`config.mk`:
```
export PLATFORM = sky130hd
export DESIGN_NAME = poly_compressor_flat
export DESIGN_NICKNAME = d
export VERILOG_FILES = /design/src/rtl/poly_compressor_if.sv /design/src/rtl/poly_compressor.sv /design/src/flat_wrapper.sv
export SDC_FILE = /design/constraint.sdc
export NUM_CORES = 1
export LEC_CHECK = 0
export ABC_AREA = 1
export BUFFER_PORTS_ARGS = -buffer_cell sky130_fd_sc_hd__buf_4
export CAP_MARGIN = 20
export CORE_MARGIN = 4
export CORE_UTILIZATION = 55
export DETAILED_ROUTE_END_ITERATION = 10
export GPL_ROUTABILITY_DRIVEN = 0
export PLACE_DENSITY = 0.79
export SYNTH_ARGS = -nofsm -noshare
export SYNTH_HDL_FRONTEND = slang
export SYNTH_SLANG_ARGS = --single-unit
```
`constraint.sdc`:
```
create_clock -name clk -period 5.14 [get_ports clk]
set_clock_uncertainty 0.2 [all_clocks]
set_input_delay 0.257 -clock clk [delete_from_list [all_inputs] [get_ports clk]]
set_output_delay 0.257 -clock clk [all_outputs]
set_load 0.05 [all_outputs]
```
`src/rtl/poly_compressor_if.sv`:
```
// Coefficient-RAM read port, byte-RAM write port and start/done handshake
// of the 3-bit polynomial compressor.
interface poly_compressor_if;
   logic        start;
   logic        done;
   logic [8:0]  poly_addr;
   logic [15:0] poly_do;
   logic        byte_we;
   logic [9:0]  byte_addr;
   logic [7:0]  byte_di;

   modport master (
      input  start, poly_do,
      output done, poly_addr, byte_we, byte_addr, byte_di
   );

   modport slave (
      output start, poly_do,
      input  done, poly_addr, byte_we, byte_addr, byte_di
   );
endinterface

```
`src/rtl/poly_compressor.sv`:
```
// Compresses 512 coefficients mod 12289 to 3 bits each and packs every
// group of 8 results into 3 bytes of byte RAM starting at BYTE_BASE.
//
// state | meaning
// IDLE  | waiting for start
// RUN   | issuing coefficient reads 0..511
// DRAIN | finishing pack/write pipeline after the last read
// FIN   | one-cycle done pulse
module poly_compressor #(
   parameter logic [9:0] BYTE_BASE = 10'd0
) (
   input  logic            clk,
   input  logic            rst,
   poly_compressor_if.master bus
);

   typedef enum logic [1:0] {IDLE, RUN, DRAIN, FIN} state_t;

   state_t      state, state_nx;
   logic [9:0]  cyc;
   logic [8:0]  poly_addr_q;
   logic [23:0] pack, hold;
   logic        byte_we_q;
   logic [9:0]  byte_addr_q;
   logic [7:0]  byte_di_q;
   logic [13:0] x, xr;
   logic [2:0]  t_new;
   logic        active, reading, done_c, wr_slot;
   logic        unused_hi;

   assign unused_hi = ^bus.poly_do[15:14];

   always_ff @(posedge clk) begin
      if (rst) state <= IDLE;
      else     state <= state_nx;
   end

   always_comb begin
      state_nx = state;
      case (state)
         IDLE:    if (bus.start) state_nx = RUN;
         RUN:     if (cyc == 10'd511) state_nx = DRAIN;
         DRAIN:   if (cyc == 10'd517) state_nx = FIN;
         FIN:     state_nx = IDLE;
         default: state_nx = IDLE;
      endcase
   end

   always_comb begin
      active  = (state == RUN) || (state == DRAIN);
      reading = (state == RUN);
      done_c  = (state == FIN);
   end

   // Rounding thresholds: t >= i exactly when 8x'+6144 >= 12289*i.
   always_comb begin
      x  = bus.poly_do[13:0];
      xr = (x >= 14'd12289) ? x - 14'd12289 : x;
      if      (xr >= 14'd11521) t_new = 3'd0;
      else if (xr >= 14'd9985)  t_new = 3'd7;
      else if (xr >= 14'd8449)  t_new = 3'd6;
      else if (xr >= 14'd6913)  t_new = 3'd5;
      else if (xr >= 14'd5377)  t_new = 3'd4;
      else if (xr >= 14'd3841)  t_new = 3'd3;
      else if (xr >= 14'd2305)  t_new = 3'd2;
      else if (xr >= 14'd769)   t_new = 3'd1;
      else                      t_new = 3'd0;
   end

   // Write slots are the three cycles following each completed group.
   assign wr_slot = active && (cyc >= 10'd10) && (cyc <= 10'd516) &&
                    ((cyc[2:0] == 3'd2) || (cyc[2:0] == 3'd3) || (cyc[2:0] == 3'd4));

   always_ff @(posedge clk) begin
      if (rst) begin
         cyc         <= '0;
         poly_addr_q <= '0;
         pack        <= '0;
         hold        <= '0;
         byte_we_q   <= 1'b0;
         byte_addr_q <= '0;
         byte_di_q   <= '0;
      end else begin
         if (state == IDLE) cyc <= '0;
         else               cyc <= cyc + 10'd1;
         if (reading) poly_addr_q <= cyc[8:0];
         if (active && (cyc >= 10'd2) && (cyc <= 10'd513))
            pack <= {t_new, pack[23:3]};
         if (active && (cyc >= 10'd10) && (cyc[2:0] == 3'd2))
            hold <= pack;
         byte_we_q <= wr_slot;
         if (wr_slot) begin
            case (cyc[2:0])
               3'd2: begin
                  byte_di_q   <= pack[7:0];
                  byte_addr_q <= (cyc == 10'd10) ? BYTE_BASE : byte_addr_q + 10'd1;
               end
               3'd3: begin
                  byte_di_q   <= hold[15:8];
                  byte_addr_q <= byte_addr_q + 10'd1;
               end
               default: begin
                  byte_di_q   <= hold[23:16];
                  byte_addr_q <= byte_addr_q + 10'd1;
               end
            endcase
         end
      end
   end

   assign bus.done      = done_c;
   assign bus.poly_addr = poly_addr_q;
   assign bus.byte_we   = byte_we_q;
   assign bus.byte_addr = byte_addr_q;
   assign bus.byte_di   = byte_di_q;

endmodule
```
`src/flat_wrapper.sv`:
```
// flat-port wrapper written by rule: the top's interface ports become plain ports
module poly_compressor_flat 
#(
   parameter logic [9:0] BYTE_BASE = 10'd0
)
  (clk, rst, bus_start, bus_poly_do, bus_done, bus_poly_addr, bus_byte_we, bus_byte_addr, bus_byte_di);
  poly_compressor_if bus_i ();
  input  logic clk;
  input  logic rst;
  input wire logic [$bits(bus_i.start)-1:0] bus_start;
  input wire logic [$bits(bus_i.poly_do)-1:0] bus_poly_do;
  output wire logic [$bits(bus_i.done)-1:0] bus_done;
  output wire logic [$bits(bus_i.poly_addr)-1:0] bus_poly_addr;
  output wire logic [$bits(bus_i.byte_we)-1:0] bus_byte_we;
  output wire logic [$bits(bus_i.byte_addr)-1:0] bus_byte_addr;
  output wire logic [$bits(bus_i.byte_di)-1:0] bus_byte_di;
  assign bus_i.start = bus_start;
  assign bus_i.poly_do = bus_poly_do;
  assign bus_done = bus_i.done;
  assign bus_poly_addr = bus_i.poly_addr;
  assign bus_byte_we = bus_i.byte_we;
  assign bus_byte_addr = bus_i.byte_addr;
  assign bus_byte_di = bus_i.byte_di;
  poly_compressor #(.BYTE_BASE(BYTE_BASE)) u_core (.clk(clk), .rst(rst), .bus(bus_i));
endmodule
```
Yosys cells after proc, flatten, opt, wreduce, memory -nomap -nowiden:

Cells that the tools add are included.
Widths: inputs -> output; s select.

* mux-type cells: 16
* reduce and logical (&&, ||, !) cells: 12
* equal/unequal tests: 12
* magnitude comparators: 13
* $add $sub $neg: 3

Operators by type and width (number)
* $ge 14x14->1 const B: 4
* $ge 14x12->1 const B: 2
* $ge 14x13->1 const B: 2
* $mux 3: 7
* $add 10x1->10 const B: 2
* $le 10x10->1 const B: 2
* $mux 10: 2
* $pmux 8 s2: 1
* $ge 14x10->1 const B: 1
* $mux 14: 1
* $sub 14x14->14 const B: 1
* $eq 10x10->1 const B: 1
* $eq 10x4->1 const B: 1
* $eq 10x9->1 const B: 1
* $ge 10x2->1 const B: 1
* $ge 10x4->1 const B: 1
* $pmux 2 s4: 1
* $eq 3x2->1 const B: 2
* $logic_and 1x1->1: 6
* $mux 2: 3
* $eq 2x2->1 const B: 2
* $ne 2x2->1 const B: 2
* $eq 3x3->1 const B: 1
* $logic_or 1x1->1: 3
* 6 further kinds: 6

* output and inout port bits: 29
* flip-flop bits (word level): 88
* bits of input ports: 19

Longest topological paths before layout:

Gate-level depths: netlist of the first run.

* depth in word-level cells: 11
* depth in mapped cells: 22
* gate-level depth less buffers: 22

Worst setup path after synthesis of the first run:

OpenSTA, ideal clock, no wires.

* kind: in2reg
* start point: input bus_poly_do[0]
* end point: register u_core.pack[21]
* path slack: 2.995 ns
* data required time: 4.873 ns
* library setup time: 0.067 ns
* stages on the path: 14
* data arrival time: 1.878 ns
* path through: inv_1 > ha_1 > nand2_1 > inv_1 > nand2_1 > nand2_2 > nand3_4 > o21ai_1 > nand3_2 > nand3_1 > nand3_1 > a311oi_2 > nand2_1 > a21oi_2

* longest elaborated chain between the ends: 11
* elaborated cells on any way between the ends: 19

Ends and longest elaborated chain
* start: declaration: line flat_wrapper.sv:11 `input wire logic [$bits(bus_i.poly_do)-1:0] bus_poly_do;`
* $sub 14x14->14 or $ge 14x14->1 (tied branches): line poly_compressor.sv:58 `xr = (x >= 14'd12289) ? x - 14'd12289 : x;`
* $mux 14 (*): line poly_compressor.sv:58
* $ge 14x10->1: line poly_compressor.sv:66 `else if (xr >= 14'd769) t_new = 3'd1;`
* $mux 1: line poly_compressor.sv:66
* $mux 3: line poly_compressor.sv:65 `else if (xr >= 14'd2305) t_new = 3'd2;`
* $mux 3: line poly_compressor.sv:64 `else if (xr >= 14'd3841) t_new = 3'd3;`
* $mux 3: line poly_compressor.sv:63 `else if (xr >= 14'd5377) t_new = 3'd4;`
* $mux 3: line poly_compressor.sv:62 `else if (xr >= 14'd6913) t_new = 3'd5;`
* $mux 3: line poly_compressor.sv:61 `else if (xr >= 14'd8449) t_new = 3'd6;`
* $mux 3: line poly_compressor.sv:60 `else if (xr >= 14'd9985) t_new = 3'd7;`
* $mux 3 (*): line poly_compressor.sv:59 `if (xr >= 14'd11521) t_new = 3'd0;`
* end signal: assignment: line poly_compressor.sv:88 `pack <= {t_new, pack[23:3]};`
* end: declaration: line poly_compressor.sv:22 `logic [23:0] pack, hold;`

Every way passes the cells marked *; elsewhere a longest branch is shown, timed or not.
A chain may end at the register's enable or synchronous reset.

Worst setup path after layout of the first run:

* start point: register u_core.cyc[0]
* end point: register u_core.byte_addr_q[3], in the netlist u_core.bus.byte_addr[3]

* longest elaborated chain between the ends: 4
* elaborated cells on any way between the ends: 13

Ends and longest elaborated chain
* start: declaration: line poly_compressor.sv:20 `logic [9:0] cyc;`
* start signal: assignment: line poly_compressor.sv:85 `else cyc <= cyc + 10'd1;`
* $ge 10x4->1 or $eq 3x2->1 (tied branches): line poly_compressor.sv:71, poly_compressor.sv:72, poly_compressor.sv:93
* $logic_and 1x1->1 or $logic_or 1x1->1 (tied branches) (2 in series): line poly_compressor.sv:71, poly_compressor.sv:72
* $logic_and 1x1->1: line poly_compressor.sv:71 `assign wr_slot = active && (cyc >= 10'd10) && (cyc <= 10'd516) &&`
* end signal: assignment: line poly_compressor.sv:96 `byte_addr_q <= (cyc == 10'd10) ? BYTE_BASE : byte_addr_q + 10'd1;`
* end signal: assignment: line poly_compressor.sv:100 `byte_addr_q <= byte_addr_q + 10'd1;`
* end signal: assignment: line poly_compressor.sv:104 `byte_addr_q <= byte_addr_q + 10'd1;`
* end: declaration: line poly_compressor.sv:24 `logic [9:0] byte_addr_q;`

Parallel ways exist; a longest one is shown, timed or not.

==> metrics, run 1 <==
status=complete, no violations; Leak=approximately 0.0019 uW; post-synth top area share=40.1%; GR Util met3=roughly 3.9%; power per cell area=about 330 mW/mm^2; busiest layer in global routing=met2; Setup Crit Path Kind=reg2reg; H-tree depth=3; initial antenna violation count=0; RR Endpoint=u_core.bus.byte_addr[3]; via count=3,792; share of cells above drive strength 1=15.0%; clock-pin slew on the worst setup and hold paths=80 ps; post-route ant nets=0; Post-Syn Area=between 0.003 and 0.004 sq mm; Die X=~93 um; Die Span Y=about 93 um; mux contribution to synthesized area=0%; sequential fraction of the synthesis area=40.1%; Pins Over Slew Limit=0; Critical Path, Cell by Cell=inv_1 > ha_1 > inv_1 > nor2_1 > nor2_1 > nand2_1 > o31ai_1 > nor2_2 > buf_4 > inv_2 > o21ai_1 > nor3_1; num ports=48; adder-cell share of the synthesized area=between 4 and 5%; Startpoint Class=register; largest family of logic cells by synthesized area=simple AND/OR/NAND/NOR gates; most frequent cells in the layout=82 x nand2_1, 81 x nor2_1, 80 x dfxtp_1; Final min period=~3300 ps; synthesized area per cell=between 6 and 7 sq um; setup violators final=0; Worst Tran Pin Value=1020 ps; Post-Route Utilization=66.4%; Max-slew headroom=31.7%; row count=30; Compound-Gate Fraction of Synth Area=a little over 20%; GR Overflow Total=0; Sum Neg Setup Slack=0 ps; worst reg-to-reg path cell count=12; post_cts resized=0; CP max FO=22; CP max-delay cell=o21ai_1; detailed-route wire length per cell=between 10 and 15 um; Crit Reg-Reg Startpoint=u_core.cyc[0]; nets=~650; Non-Filler Instances=between 700 and 800; largest net degree at the start of global routing=57; area delta synth->final=14.7%; GRT Resource Usage Total=20.5%; initial drt markers=approximately 170; CTS sink cnt=80; most common cell after layout, fill and taps aside=nand2_1; met1 Use GR=approximately 25%; first-pass GRT wire length=14,800 um; period utilization=63.8%; yosys warns=0; Min-Delay Endpoint=u_core.state[1]; port buffer count=45; post-DP HPWL=slightly above 6000 um; crit end category=register; Synth Instances=roughly 570; CTS tree=done; vias in the first global route=between 3,000 and 4,000; RSZ-0062 raised after global routing=false; slack of the worst reg-to-reg path=1860 ps; hold_ws=between 100 and 150 ps; Num CTS Buffers=9; hold path depth=3; number of cells after detailed placement=approximately 700; hold_sp=bus_start; Syn Nets=around 610; Worst VDD drop=roughly 0.12 mV; drt pass-1 iters=4; final WL=roughly 8600 um; Worst Path Arrival=roughly 3300 ps; count of different cell masters after synthesis=36; CTS max path bufs=2; DRC Markers=0; XOR/XNOR share of the synthesized area=0.438%; Clk Latency, worst-skew pair=~340 ps; Synth Area in Simple Gates=about 27%; initial core utilization=57.8%; ranking of synthesized cells by area=dfxtp_1 40%, o21ai_0 8.9%, nand2_1 7.7%; root buffer cell=clkbuf_8; M2 GR Usage=36.0%; crit-path max cell delay=around 550 ps; Fin. Hold Viols=0; Overall Power=roughly 1500 uW; Worst Path Required=between 5000 and 6000 ps; max_cap viols=0; flops & latches, synth=80; DIE AREA=approximately 0.0087 sq mm; Core Region=0.00691 sq mm; ANT cells=0; Hold Crit Class=in2reg; post-CTS setup repair buffer count=0; via/cell ratio=5.30; area leader, netlist=dfxtp_1; Post-CTS Hold Buffers=1; Fmax=around 310 MHz
## sequential cells by signal, summed over array words and instances, names as in the netlist
name                  count
u_core.bus.byte_addr     10
u_core.pack              24
u_core.state              2
u_core.bus.byte_we        1
u_core.bus.byte_di        8
u_core.hold              16
u_core.cyc               10
u_core.bus.poly_addr      9
## metrics by stage
step | setup WS (ps) | area, sq um
final | 1860 | 4580
after global routing | 1640 | 4580
after CTS | 1880 | 4580
after detailed placement | 1890 | 4400
after global placement | 1940 | 4400
after floorplan | 3000 | 4000
## how the worst max path moves through the flow
stage,from,endpoint,slack [ps]
finish,u_core.cyc[0],u_core.bus.byte_addr[3],1860
CTS,u_core.cyc[0],u_core.bus.byte_addr[3],1880
floorplan,bus_poly_do[0],u_core.pack[21],3000
detailed placement,u_core.cyc[0],u_core.bus.byte_addr[3],1890
global route,u_core.cyc[0],u_core.bus.byte_addr[3],1640
global placement,u_core.cyc[0],u_core.bus.byte_addr[3],1940
## cell usage after synthesis
cell       number
a2111oi_0       1
a211oi_1        1
a21oi_1        59
a21oi_2         2
a311oi_2        1
a31oi_1         2
and2_1          1
and3_1          1
clkbuf_1       19
dfxtp_1        80
ha_1           13
inv_1          66
inv_2           2
nand2_1        82
nand2_2        12
nand3_1        26
nand3_2         1
nand3_4         1
nand3b_1        1
nand4_1         1
nor2_1         81
nor2_2          8
nor3_1         18
nor3b_1         5
nor4_1          4
o211ai_1        1
o21ai_0        71
o21ai_1         5
o21ai_2         1
o31a_1          1
o31ai_1         2
o31ai_4         1
o41ai_1         1
or2_2           1
xnor2_1         1
xor2_1          1
## power by group
part	internal (uW)	total (uW)	switching, uW
Sequential	676	709	33.9
Clock	180	415	235
Combinational	124	400	275
## metal layers
metal / routed length, um / vias to the layer above
li1: - / 1972
met1: 3990 / 1710
met2: 4200 / 98
met3: 338 / 12
met4: 98 / 0
met5: 0 / -
## critical path: cells and delay by family, from the launching register on
kind                     cells  cell delay, ps
flip-flops                   1             340
AO/OA/AOI/OAI                2             630
buffers and inverters        4             590
adder cells (fa/ha/maj)      1             190
AND/OR/NAND/NOR              5            1190
## kinds of logic (layout without fill, tap and decap cells)
logic type      Yosys count  count (layout)
compound gates          149             149
flops                    80              80
buf+inv                  87             132
xor+xnor                  2               2
simple gates            243             243
fa+ha+maj                13              13
## layout make-up
cell class | instances | area (sq um)
Fill cell | 648 | 2320
Clock inverter | 7 | 52.6
Sequential cell | 80 | 1600
Tap cell | 96 | 120
Clock buffer | 9 | 124
Multi-Input combinational cell | 407 | 2070
Inverter | 68 | 255
Timing Repair Buffer | 48 | 363
Power figures use the tool's default switching activity.
==> run 2, diff against run 1 <==
--- a/config.mk
+++ b/config.mk
@@ -5,7 +5,7 @@
 export SDC_FILE = /design/constraint.sdc
 export NUM_CORES = 1
 export LEC_CHECK = 0
-export ABC_AREA = 1
+export ABC_AREA = 0
 export BUFFER_PORTS_ARGS = -buffer_cell sky130_fd_sc_hd__buf_4
 export CAP_MARGIN = 20
 export CORE_MARGIN = 4
==> constraint.sdc (replaced) <==
create_clock -name clk -period 3.34 [get_ports clk]
set_clock_uncertainty 0.2 [all_clocks]
set_input_delay 0.167 -clock clk [delete_from_list [all_inputs] [get_ports clk]]
set_output_delay 0.167 -clock clk [all_outputs]
set_load 0.05 [all_outputs]
==> metrics, run 2 <==
CTS sink cnt=80 (unchanged); via/cell ratio=5.62 (+6.0%); Fmax=363 MHz (+19%); Post-Syn Area=0.00393 sq mm (-1.6%); hold_ws=49.7 ps (-86.4 ps); CTS tree=done; port buffer count=45 (unchanged); detailed-route wire length per cell=14.2 um (+18%); Setup Crit Path Kind=reg2reg; initial core utilization=57.2% (-0.63 points); worst reg-to-reg path cell count=8 (-4); row count=30 (unchanged); Hold Crit Class=in2reg; Final min period=2750 ps (-525 ps); max_cap viols=0 (unchanged); initial antenna violation count=0 (unchanged); Worst Tran Pin Value=621 ps (-401 ps); flops & latches, synth=80 (unchanged); Post-Route Utilization=65.8% (-0.60 points); Worst Path Arrival=2780 ps (-500 ps); RSZ-0062 raised after global routing=false; Worst VDD drop=0.223 mV (+79%); post-route ant nets=0 (unchanged); FFs w/ async S/R, synth=0% (unchanged); count leader, synth=nor2_1; Die Span Y=92.5 um (-0.75%); final WL=8180 um (-5.1%); Pins Over Slew Limit=0 (unchanged); Non-Filler Instances=577 (-19%); Synth top cells by count=90 x nor2_1, 80 x dfxtp_1, 51 x mux2i_1; multi-input logic area=0.00216 sq mm (+4.5%); CTS max path bufs=2 (unchanged); sequential fraction of the synthesis area=40.8% (+0.66 points); register area=0.00160 sq mm (unchanged); H-tree depth=3 (unchanged); yosys warns=0 (unchanged); GR Overflow Total=0 (unchanged); DIE AREA=0.00856 sq mm (-1.5%); share of cells above drive strength 1=17.3% (+2.2 points); first-pass GRT wire length=13,900 um (-5.5%); CP max FO=7 (-68%); root buffer cell=clkbuf_8; drt pass-1 iters=4 (unchanged); crit end category=register; area leader, netlist=dfxtp_1; synthesized area per cell=8.91 sq um (+28%); Fin. Hold Viols=0 (unchanged); GRT Resource Usage Total=20.1% (-0.43 points); count of different cell masters after synthesis=59 (+64%); initial drt markers=155 (-6.6%); Primary FF master, synth=dfxtp_1; largest net degree at the start of global routing=65 (+14%); post-DP HPWL=5800 um (-6.8%); Syn Nets=473 (-22%); Sum Neg Setup Slack=0 ps (unchanged); hold path depth=3 (unchanged); number of cells after detailed placement=561 (-20%); Core Region=0.00687 sq mm (-0.54%); clock-pin slew on the worst setup and hold paths=80 ps (about the same); power per cell area=437 mW/mm^2 (+31%); max reg flops=24 (unchanged); via count=3,244 (-14%); DRC Markers=0 (unchanged); num ports=48 (unchanged); status=complete, no violations; Startpoint Class=register; Max-slew headroom=58.6% (+27 points); Clk Latency, worst-skew pair=340 ps (about the same); Synth Instances=441 (-23%); post_cts resized=0 (unchanged); most frequent cells in the layout=90 x nor2_1, 80 x dfxtp_1, 51 x mux2i_1; Crit. Startpoint=u_core.cyc[4]; Leak=0.00183 uW (-1.3%); EDFF count, synth=0 (unchanged); Worst Setup EP=u_core.bus.byte_addr[5]; most flop-heavy register=u_core.pack; Die X=92.5 um (-0.75%); most common cell after layout, fill and taps aside=nor2_1; Worst Path Required=3370 ps (-1770 ps); period utilization=82.4% (+19 points); post-synth top area share=40.8% (+0.66 points); ranking of synthesized cells by area=dfxtp_1 41%, mux2i_1 13%, nor2_1 8.6%; Post-CTS Hold Buffers=0 (-1); area delta synth->final=14.9%; post-CTS setup repair buffer count=0 (unchanged); slack of the worst reg-to-reg path=590 ps (-1270 ps); Num CTS Buffers=9 (unchanged); Overall Power=1970 uW (+29%); setup violators final=0 (unchanged); vias in the first global route=3,027 (-13%); RR Endpoint=u_core.bus.byte_addr[5]; Crit Reg-Reg Startpoint=u_core.cyc[4]; Fillers=592 (-8.6%); nets=508 (-21%); ANT cells=0 (unchanged); Largest regs=u_core.pack x24, u_core.hold x16
run 2: changes by cell type in the layout (fill, tap and decap cells not counted), sizes merged, moves of 9 or more:
| cell | before | now |
|---|---|---|
| a21oi | 61 | 11 |
| a22oi | 0 | 9 |
| inv | 71 | 19 |
| mux2i | 0 | 51 |
| nand2 | 94 | 25 |
| nand3 | 28 | 15 |
| nor3 | 18 | 7 |
| o21ai | 77 | 7 |
| xor2 | 1 | 12 |
run 2: power by group:
group	switching (uW)	internal (uW)
Combinational	193	126
Sequential	21.9	973
Clock	361	298
run 2: kinds of logic after synthesis:
family	Yosys count	share of synthesized area, %
AO/OA/AOI/OAI	64	12.9
multiplexers	51	13.0
adder cells (fa/ha/maj)	13	4.14
flip-flops	80	40.8
buffers and inverters	42	4.52
AND/OR/NAND/NOR	174	20.9
XOR/XNOR	17	3.79
run 2: critical path: stages, from the launching register on:
cell and delay, ps:
dfxtp_1 380, nor4_1 350, or3b_1 440, o21a_1 220, a211oi_2 390, and4_1 350
nand3_1 110, xor2_1 150, nor2_1 60
run 2: cell type report:
class	count	area share [%]
clock buffer	10	3.05
clock inverter	6	1.08
inverter	16	1.33
multi-input combinational	319	47.8
sequential	80	35.5
tap	96	2.66
timing repair buffer	50	8.59
run 2: worst min-delay path by stage:
stage | startpoint | to | slack [ps]
after detailed placement | u_core.cyc[0] | u_core.cyc[0] | 290
after global placement | u_core.hold[17] | u_core.bus.byte_di[1] | 260
after global routing | bus_poly_do[13] | u_core.pack[22] | 40
after floorplan | bus_poly_do[13] | u_core.pack[22] | 230
after CTS | bus_poly_do[13] | u_core.pack[22] | 20
final | bus_poly_do[13] | u_core.pack[22] | 50
run 2: layer usage:
metal  vias to the layer above  wire length (um)  share of wire (%)  global-route usage [%]
li1                       1617                 -                  -                       -
met1                      1532              3630                 44                    24.1
met2                        76              4040                 49                    34.2
met3                        19               331                4.0                    3.74
met4                         0               189                2.3                    10.0
met5                         -                 0                  0                       0
run 2: per-stage QoR:
step | cell area, sq um | setup WS (ps)
2_1_floorplan | 3930 | 725
3_3_place_gp | 4330 | 530
3_5_place_dp | 4330 | 432
4_1_cts | 4520 | 577
5_1_grt | 4520 | 308
6_report | 4520 | 587
